## src/rtl/hack_boot_loader_pkg.sv

```systemverilog
// HACK boot loader shared types and constants.
package hack_boot_loader_pkg;

  localparam int HACK_ADDR_W = 15;
  localparam int HACK_WORD_W = 16;
  localparam int HDR_BYTES   = 2;

  typedef enum logic [2:0] {
    ST_CNT_HI  = 3'd0,
    ST_CNT_LO  = 3'd1,
    ST_DATA_HI = 3'd2,
    ST_DATA_LO = 3'd3,
    ST_CSUM    = 3'd4,
    ST_HOLD    = 3'd5,
    ST_RUN     = 3'd6,
    ST_ERROR   = 3'd7
  } state_e;

endpackage

```

## src/rtl/hack_boot_hold_counter.sv

```systemverilog
// CPU reset hold timer: load on good checksum,
// expires after HOLD enabled cycles.
module hack_boot_hold_counter #(
  parameter int HOLD = 2
) (
  input  logic clk,
  input  logic reset_n,
  input  logic load,
  input  logic en,
  output logic expired
);

  localparam int W = (HOLD > 1) ? $clog2(HOLD) : 1;

  logic [W-1:0] cnt;

  always_ff @(posedge clk or negedge reset_n) begin
    if (!reset_n) begin
      cnt <= '0;
    end else if (load) begin
      cnt <= W'(HOLD - 1);
    end else if (en && cnt != '0) begin
      cnt <= cnt - 1'b1;
    end
  end

  assign expired = (cnt == '0);

endmodule

```

## src/rtl/hack_boot_loader.sv

```systemverilog
// HACK boot loader: receives a byte-stream image,
// writes instruction ROM, verifies XOR checksum, releases CPU.
module hack_boot_loader
  import hack_boot_loader_pkg::*;
#(
  parameter int ADDR_W     = HACK_ADDR_W,
  parameter int MAX_WORDS  = 16384,
  parameter int RESET_HOLD = 2
) (
  input  logic                   clk,
  input  logic                   reset_n,
  input  logic [7:0]             rx_data,
  input  logic                   rx_valid,
  output logic                   rx_ready,
  input  logic                   reload,
  output logic                   rom_we,
  output logic [ADDR_W-1:0]      rom_waddr,
  output logic [HACK_WORD_W-1:0] rom_wdata,
  output logic                   cpu_reset,
  output logic                   busy,
  output logic                   done,
  output logic                   error,
  output logic [ADDR_W:0]        words_loaded
);

  state_e state, state_nx;

  logic [7:0]  cnt_hi;
  logic [7:0]  hi;
  logic [7:0]  csum;
  logic [15:0] cnt;
  logic [15:0] n_rx;
  logic [ADDR_W-1:0] idx;
  logic [ADDR_W:0]   idx_inc;

  logic acc;
  logic last;
  logic reload_ok;
  logic hold_load;
  logic hold_exp;

  assign acc       = rx_valid && rx_ready;
  assign n_rx      = {cnt_hi, rx_data};
  assign idx_inc   = {1'b0, idx} + 1'b1;
  assign last      = (32'(idx_inc) == 32'(cnt));
  assign reload_ok = reload &&
                     (state == ST_RUN || state == ST_ERROR);

  hack_boot_hold_counter #(
    .HOLD(RESET_HOLD)
  ) u_hold (
    .clk    (clk),
    .reset_n(reset_n),
    .load   (hold_load),
    .en     (state == ST_HOLD),
    .expired(hold_exp)
  );

  always_comb begin
    state_nx  = state;
    hold_load = 1'b0;
    unique case (state)
      ST_CNT_HI:
        if (acc) state_nx = ST_CNT_LO;
      ST_CNT_LO:
        if (acc) begin
          if (n_rx == '0)
            state_nx = ST_CSUM;
          else if (32'(n_rx) > 32'(MAX_WORDS))
            state_nx = ST_ERROR;
          else
            state_nx = ST_DATA_HI;
        end
      ST_DATA_HI:
        if (acc) state_nx = ST_DATA_LO;
      ST_DATA_LO:
        if (acc) state_nx = last ? ST_CSUM : ST_DATA_HI;
      ST_CSUM:
        if (acc) begin
          if (rx_data == csum) begin
            state_nx  = ST_HOLD;
            hold_load = 1'b1;
          end else begin
            state_nx = ST_ERROR;
          end
        end
      ST_HOLD:
        if (hold_exp) state_nx = ST_RUN;
      ST_RUN, ST_ERROR:
        if (reload) state_nx = ST_CNT_HI;
      default:
        state_nx = ST_CNT_HI;
    endcase
  end

  always_ff @(posedge clk or negedge reset_n) begin
    if (!reset_n) begin
      state        <= ST_CNT_HI;
      rx_ready     <= 1'b0;
      rom_we       <= 1'b0;
      rom_waddr    <= '0;
      rom_wdata    <= '0;
      words_loaded <= '0;
      cnt_hi       <= '0;
      hi           <= '0;
      csum         <= '0;
      cnt          <= '0;
      idx          <= '0;
    end else begin
      state    <= state_nx;
      rx_ready <= (state_nx inside {ST_CNT_HI, ST_CNT_LO,
                   ST_DATA_HI, ST_DATA_LO, ST_CSUM});
      rom_we   <= 1'b0;
      if (acc) begin
        case (state)
          ST_CNT_HI: cnt_hi <= rx_data;
          ST_CNT_LO: cnt    <= n_rx;
          ST_DATA_HI: begin
            hi   <= rx_data;
            csum <= csum ^ rx_data;
          end
          ST_DATA_LO: begin
            rom_we       <= 1'b1;
            rom_waddr    <= idx;
            rom_wdata    <= {hi, rx_data};
            idx          <= idx + 1'b1;
            words_loaded <= words_loaded + 1'b1;
            csum         <= csum ^ rx_data;
          end
          default: ;
        endcase
      end
      if (reload_ok) begin
        idx          <= '0;
        words_loaded <= '0;
        csum         <= '0;
      end
    end
  end

  // Status decodes straight from the state flop.
  assign cpu_reset = (state != ST_RUN);
  assign busy      = (state != ST_RUN) && (state != ST_ERROR);
  assign done      = (state == ST_RUN);
  assign error     = (state == ST_ERROR);

endmodule

```

## config.mk

```make
export PLATFORM = sky130hd
export DESIGN_NAME = hack_boot_loader
export DESIGN_NICKNAME = d
export VERILOG_FILES = /design/src/rtl/hack_boot_loader_pkg.sv /design/src/rtl/hack_boot_hold_counter.sv /design/src/rtl/hack_boot_loader.sv
export SDC_FILE = /design/constraint.sdc
export NUM_CORES = 1
export LEC_CHECK = 0
export ABC_AREA = 1
export ABC_CLOCK_PERIOD_IN_PS = 2700
export CAP_MARGIN = 0
export CORE_ASPECT_RATIO = 1.5
export CORE_UTILIZATION = 60
export DETAILED_ROUTE_END_ITERATION = 10
export PLACE_DENSITY = 0.85
export SYNTH_ARGS = -nofsm -noshare
export SYNTH_HDL_FRONTEND = slang
export SYNTH_SLANG_ARGS = --single-unit
```

## constraint.sdc

```tcl
create_clock -name clk -period 2.7 [get_ports clk]
set_input_delay 0.54 -clock clk [delete_from_list [all_inputs] [get_ports clk]]
set_output_delay 0.54 -clock clk [all_outputs]
set_load 0.05 [all_outputs]
```

### After elaboration in Yosys (flattened, before gate mapping)

Index checks and enable logic that the tools add are counted.

* register bits after elaboration: 108
* latch bits: 0
* bits in writable memories: 0
* memory bits (read-only): 0
* input port bits: 12
* output and inout port bits: 53
* logic and storage cells: 82
* memories: 0

* $add $sub $neg: 4
* multipliers: 0
* div/mod/pow operators: 0
* order comparisons: 1
* eq/ne operators: 15
* shifts and indexed selects: 0
* mux-type cells: 28
* bitwise logic cells: 1
* reduce and logical (&&, ||, !) cells: 21

Operators with widths (count)
* two-way mux 16 bit: 3
* two-way mux 15 bit: 3
* two-way mux 3 bit: 10
* two-way mux 8 bit: 3
* case mux 3 bit (7 select lines): 1
* adder 15 x 1 -> 16 bit, second input constant: 1
* adder 16 x 1 -> 16 bit, second input constant: 1
* equality test 16 bit: 1
* > comparator 16 x 15 -> 1 bit, second input constant: 1
* zero test 16 bit: 1
* adder 15 x 1 -> 15 bit, second input constant: 1
* equality test 3 bit, second input constant: 5
* equality test 3 x 2 -> 1 bit, second input constant: 4
* AND reduction 2 bit: 6
* equality test 8 bit: 1
* nonzero test 2 bit: 4
* bitwise XOR 8 bit: 1
* two-way mux 1 bit: 7
* equality test 3 x 1 -> 1 bit, second input constant: 2
* zero test 3 bit: 2
* inequality test 3 bit, second input constant: 2
* nonzero test 5 bit: 1
* logical AND 1 bit: 4
* OR reduction 2 bit: 2
* 3 further kinds: 3

### Logic depth before layout (Yosys ltp)

Gate-level depths: netlist of the first run.

* depth in word-level cells: 7
* mapped depth: 15
* mapped depth without buffers: 15

### Cells and area by module

Synthesis of the first run repeated with hierarchy kept, for this count alone.

* cells, all modules: 630
* area total of the unflattened synthesis: 5159.9 um^2

By module, submodules not included
* hack_boot_loader: instances 1, cells an instance 624, area an instance 5116.2 um^2, seq. area each 2677.6 um^2
* hack_boot_hold_counter: instances 1, cells an instance 6, area an instance 43.8 um^2, seq. area each 25.0 um^2

### Least setup slack after synthesis of the first run

OpenSTA, ideal clock, no wires.

* kind: reg-to-output
* from: reg state[0]
* to: out cpu_reset
* arrival time: 1.704 ns
* data required time: 2.160 ns
* setup slack: 0.456 ns
* cell stages (with the launch flop): 5
* path buffers: 0
* cell sequence: dfrtp_1 -> inv_1 -> nand2_1 -> nor2_1 -> inv_1

* word-level cells in the longest chain between the ends: 1

RTL lines
* start: declaration: line hack_boot_loader.sv:26 `state_e state, state_nx;`
* start signal: assignment: line hack_boot_loader.sv:110 `state <= state_nx;`
* inequality test 3 bit: line hack_boot_loader.sv:142 `assign cpu_reset = (state != ST_RUN);`
* end: declaration: line hack_boot_loader.sv:19 `output logic cpu_reset,`

No other way between the ends.

### Worst setup path in the final report of the first run

* from: reg state[0]
* to: out done

* word-level cells in the longest chain between the ends: 1

RTL lines
* equality test 3 bit: line hack_boot_loader.sv:144 `assign done = (state == ST_RUN);`
* end: declaration: line hack_boot_loader.sv:21 `output logic done,`

No other way between the ends.

==> results of run 1 <==
## report_power, final
part / internal, mW / switching [mW] / leakage (nW)
clock network: 0.714 / 0.591 / 0.134
logic: 1.23 / 2.52 / 1.47
registers: 2.28 / 0.533 / 1.39
total: 4.22 / 3.64 / 3.00
## layout by cell type (no fill, tap or decap), types with 9 or more instances in the layout
master / n
nor2_1: 38
clkdlybuf4s50_1: 63
inv_1: 74
o21ai_0: 67
nor3_1: 9
a21oi_1: 15
inv_2: 10
nand4_1: 17
o21ai_1: 16
dfrtp_1: 108
xor2_1: 10
nand2_1: 176
clkbuf_16: 9
nand3_1: 48
o22ai_1: 10
## stage by stage
step                setup slack, ns  cell area [um2]  power, mW
floorplan                     0.456             5250       5.33
global placement              0.443             6030       6.39
detailed placement            0.372             6030       6.52
CTS                           0.142             6320       7.87
global route                 0.0817             6320       8.37
finish                        0.125             6320       7.87
## cells by family (layout without fill, tap and decap cells)
kind of cell,after synthesis,count (layout),synth area share (%)
AOI/OAI and AO/OA,114,114,11.5
xor gates and xnor gates,12,12,2.29
adders and majority gates,2,2,0.477
buffers and inverters,105,174,7.72
DFF,108,108,51.5
and+or+nand+nor,311,311,26.6
## per-layer routing
layer	track usage, %	vias up	wire, um
li1	-	2253	-
met4	19.4	0	623
met1	33.3	2219	4830
met5	0	-	0
met3	4.45	46	424
met2	55.4	131	6830
## final cells by class
| class | instances | area, um2 |
|---|---|---|
| Timing Repair Buffer | 72 | 723 |
| Multi-Input combinational cell | 439 | 2140 |
| Fill cell | 647 | 2140 |
| Clock inverter | 5 | 62.6 |
| Inverter | 88 | 333 |
| Clock buffer | 9 | 225 |
| Tap cell | 107 | 134 |
| Sequential cell | 108 | 2700 |
## flip-flops by register name, summed over array words and instances, names as in the netlist
| signal | flops |
|---|---|
| csum | 8 |
| hi | 8 |
| rom_we | 1 |
| idx | 15 |
| words_loaded | 16 |
| rx_ready | 1 |
| cnt | 16 |
| u_hold.cnt | 1 |
| rom_wdata | 16 |
| cnt_hi | 8 |
| rom_waddr | 15 |
| state | 3 |
## worst min path at each step
stage	from	end	slack, ns	depth (start not counted)
floorplan	reset_n	cnt[0]	0.24	0
global placement	words_loaded[15]	words_loaded[15]	0.46	1
detailed placement	words_loaded[15]	words_loaded[15]	0.47	1
CTS	reset_n	idx[5]	0.28	1
global route	reset_n	idx[1]	0.30	1
finish	reset_n	idx[2]	0.25	1
==> run_results.csv, run 1 <==
group,metric,value,unit
floorplanning,die_x,78.4,um
final_layout,fin_nets,732,
sta,fin_crit_sh,95.4,%
routing,drc,0,
sta,fin_worst_skew,0.00588,ns
setup_path,rr_worst_depth,14,
synthesis,yosysTopAreaCellShare,51.5,%
setup_path,slowest_stage,"clkdlybuf4s50_1",
clock_tree,clockBufferDepth,2,
setup_path,critPathTopFamily,"buffers and inverters",
routing,dr.pass1.iters,6,
floorplanning,die_area,9140,um2
final_layout,final_cell_count_no_fill,828,
setup_path,path_depth,4,
clock_tree,cts_tree,"yes",
synthesis,synth_sequential_area_ratio,51.5,%
routing,wl,12700,um
sta,clock.fmax,0.388,GHz
setup_path,crit_path_end,"done",
setup_path,cpPeakStageDelay,0.83,ns
synthesis,synth_nets,666,
sta,min_period,2.57,ns
synthesis,ys_types,35,
floorplanning,start_util,62.0,%
clock_tree,postCtsHoldBufs,0,
global_route,antenna_found_initial,0,
routing,via_per_inst,5.61,
synthesis,synth-edff-count,0,
routing,ant_nets,0,
global_route,overflow,0,
synthesis,avgSynthCellArea,8.05,um2
power_and_ir_drop,peakVddDrop,0.758,mV
flow_run,maxCapViolations,0,
synthesis,synth_area,5250,um2
sta,finalHoldViolations,0,
floorplanning,boundaryPins,65,
global_route,track_usage,30.5,%
power_and_ir_drop,p_leak,3.00,nW
final_layout,n_antenna_cell,0,
routing,detail_route.wl_per_cell,15.3,um
min_path,hold_path.class,"in -> async",
final_layout,area_growth,20.4,%
setup_path,cp.arrival,2.03,ns
routing,first_iter_violations,345,
setup_path,rr_startpoint,"idx[0]",
run_status,status,"complete, no violations",
sta,worstMarginPinSlew,0.727,ns
setup_path,rrSetupSlack,0.51,ns
synthesis,ys_warn_count,0,
power_and_ir_drop,powerDensity,1240,nW/um2
sta,final_max_slew_viol_count,0,
setup_path,path_max_fanout,6,
clock_tree,postCtsSetupRepairBufs,0,
synthesis,synth-async-reset-ratio,100,%
synthesis,synth-seq-cells,108,
synthesis,yosys.area.top_type,"dfrtp_1",
clock_tree,root_buffer,"clkbuf_16",
synthesis,yosys-top-cells-count,"nand2_1 (176), dfrtp_1 (108), inv_1 (74)",
place,gp_congestion,0.901,
setup_path,path_buf_inv,2,
final_layout,final_core_util,74.7,%
routing,route.vias.total,4649,
setup_path,cp-start-kind,"flip-flop",
floorplanning,die_h,117,um
sta,max_slew_margin,51.5,%
clock_tree,cts_buffers,9,
clock_tree,path_clk_slew,0.07,ns
setup_path,startpoint,"state[0]",
setup_path,worstPathRequired,2.16,ns
sta,whs,0.252,ns
clock_tree,cts.sinks,108,
final_layout,layout-drive-gt1-share,7.07,%
sta,setup_violations,0,
global_route,grt_pass1_wl,21300,um
floorplanning,rows,41,
setup_path,crit_type,"reg -> out",
sta,setup_tns,0,ns
place,io_buffers,64,
setup_path,worstPathCellList,"inv_1 > nand2_1 > nor2_1 > clkdlybuf4s50_1",
clock_tree,clk-insertion-delay-late,0.35,ns
global_route,grt_max_degree,68,
synthesis,ys_top_cells_by_area,"dfrtp_1 (51%), nand2_1 (13%), o21ai_0 (6.4%)",
setup_path,r2r-end,"rx_ready",
floorplanning,core_area,8460,um2
clock_tree,cts_resized,0,
place,dp.final_hpwl,9300,um
clock_tree,htreeDepth,3,
place,dp_cells,814,
synthesis,synth_most_common_cell,"nand2_1",
global_route,grt_pass1_vias,4663,
synthesis,yosys_most_used_dff,"dfrtp_1",
synthesis,synthCells,652,
sta,rsz0062_at_grt,"false",
setup_path,end_kind,"output port",
(Power assumes the default switching activity.)
==> inputs of run 2 (changes only) <==
--- a/config.mk
+++ b/config.mk
@@ -11,6 +11,7 @@
 export CORE_ASPECT_RATIO = 1.5
 export CORE_UTILIZATION = 60
 export DETAILED_ROUTE_END_ITERATION = 10
+export GPL_TIMING_DRIVEN = 1
 export PLACE_DENSITY = 0.85
 export SYNTH_ARGS = -nofsm -noshare
 export SYNTH_HDL_FRONTEND = slang
==> results of run 2 <==
The final DEF is identical to that of run 1; final timing and power are the same.
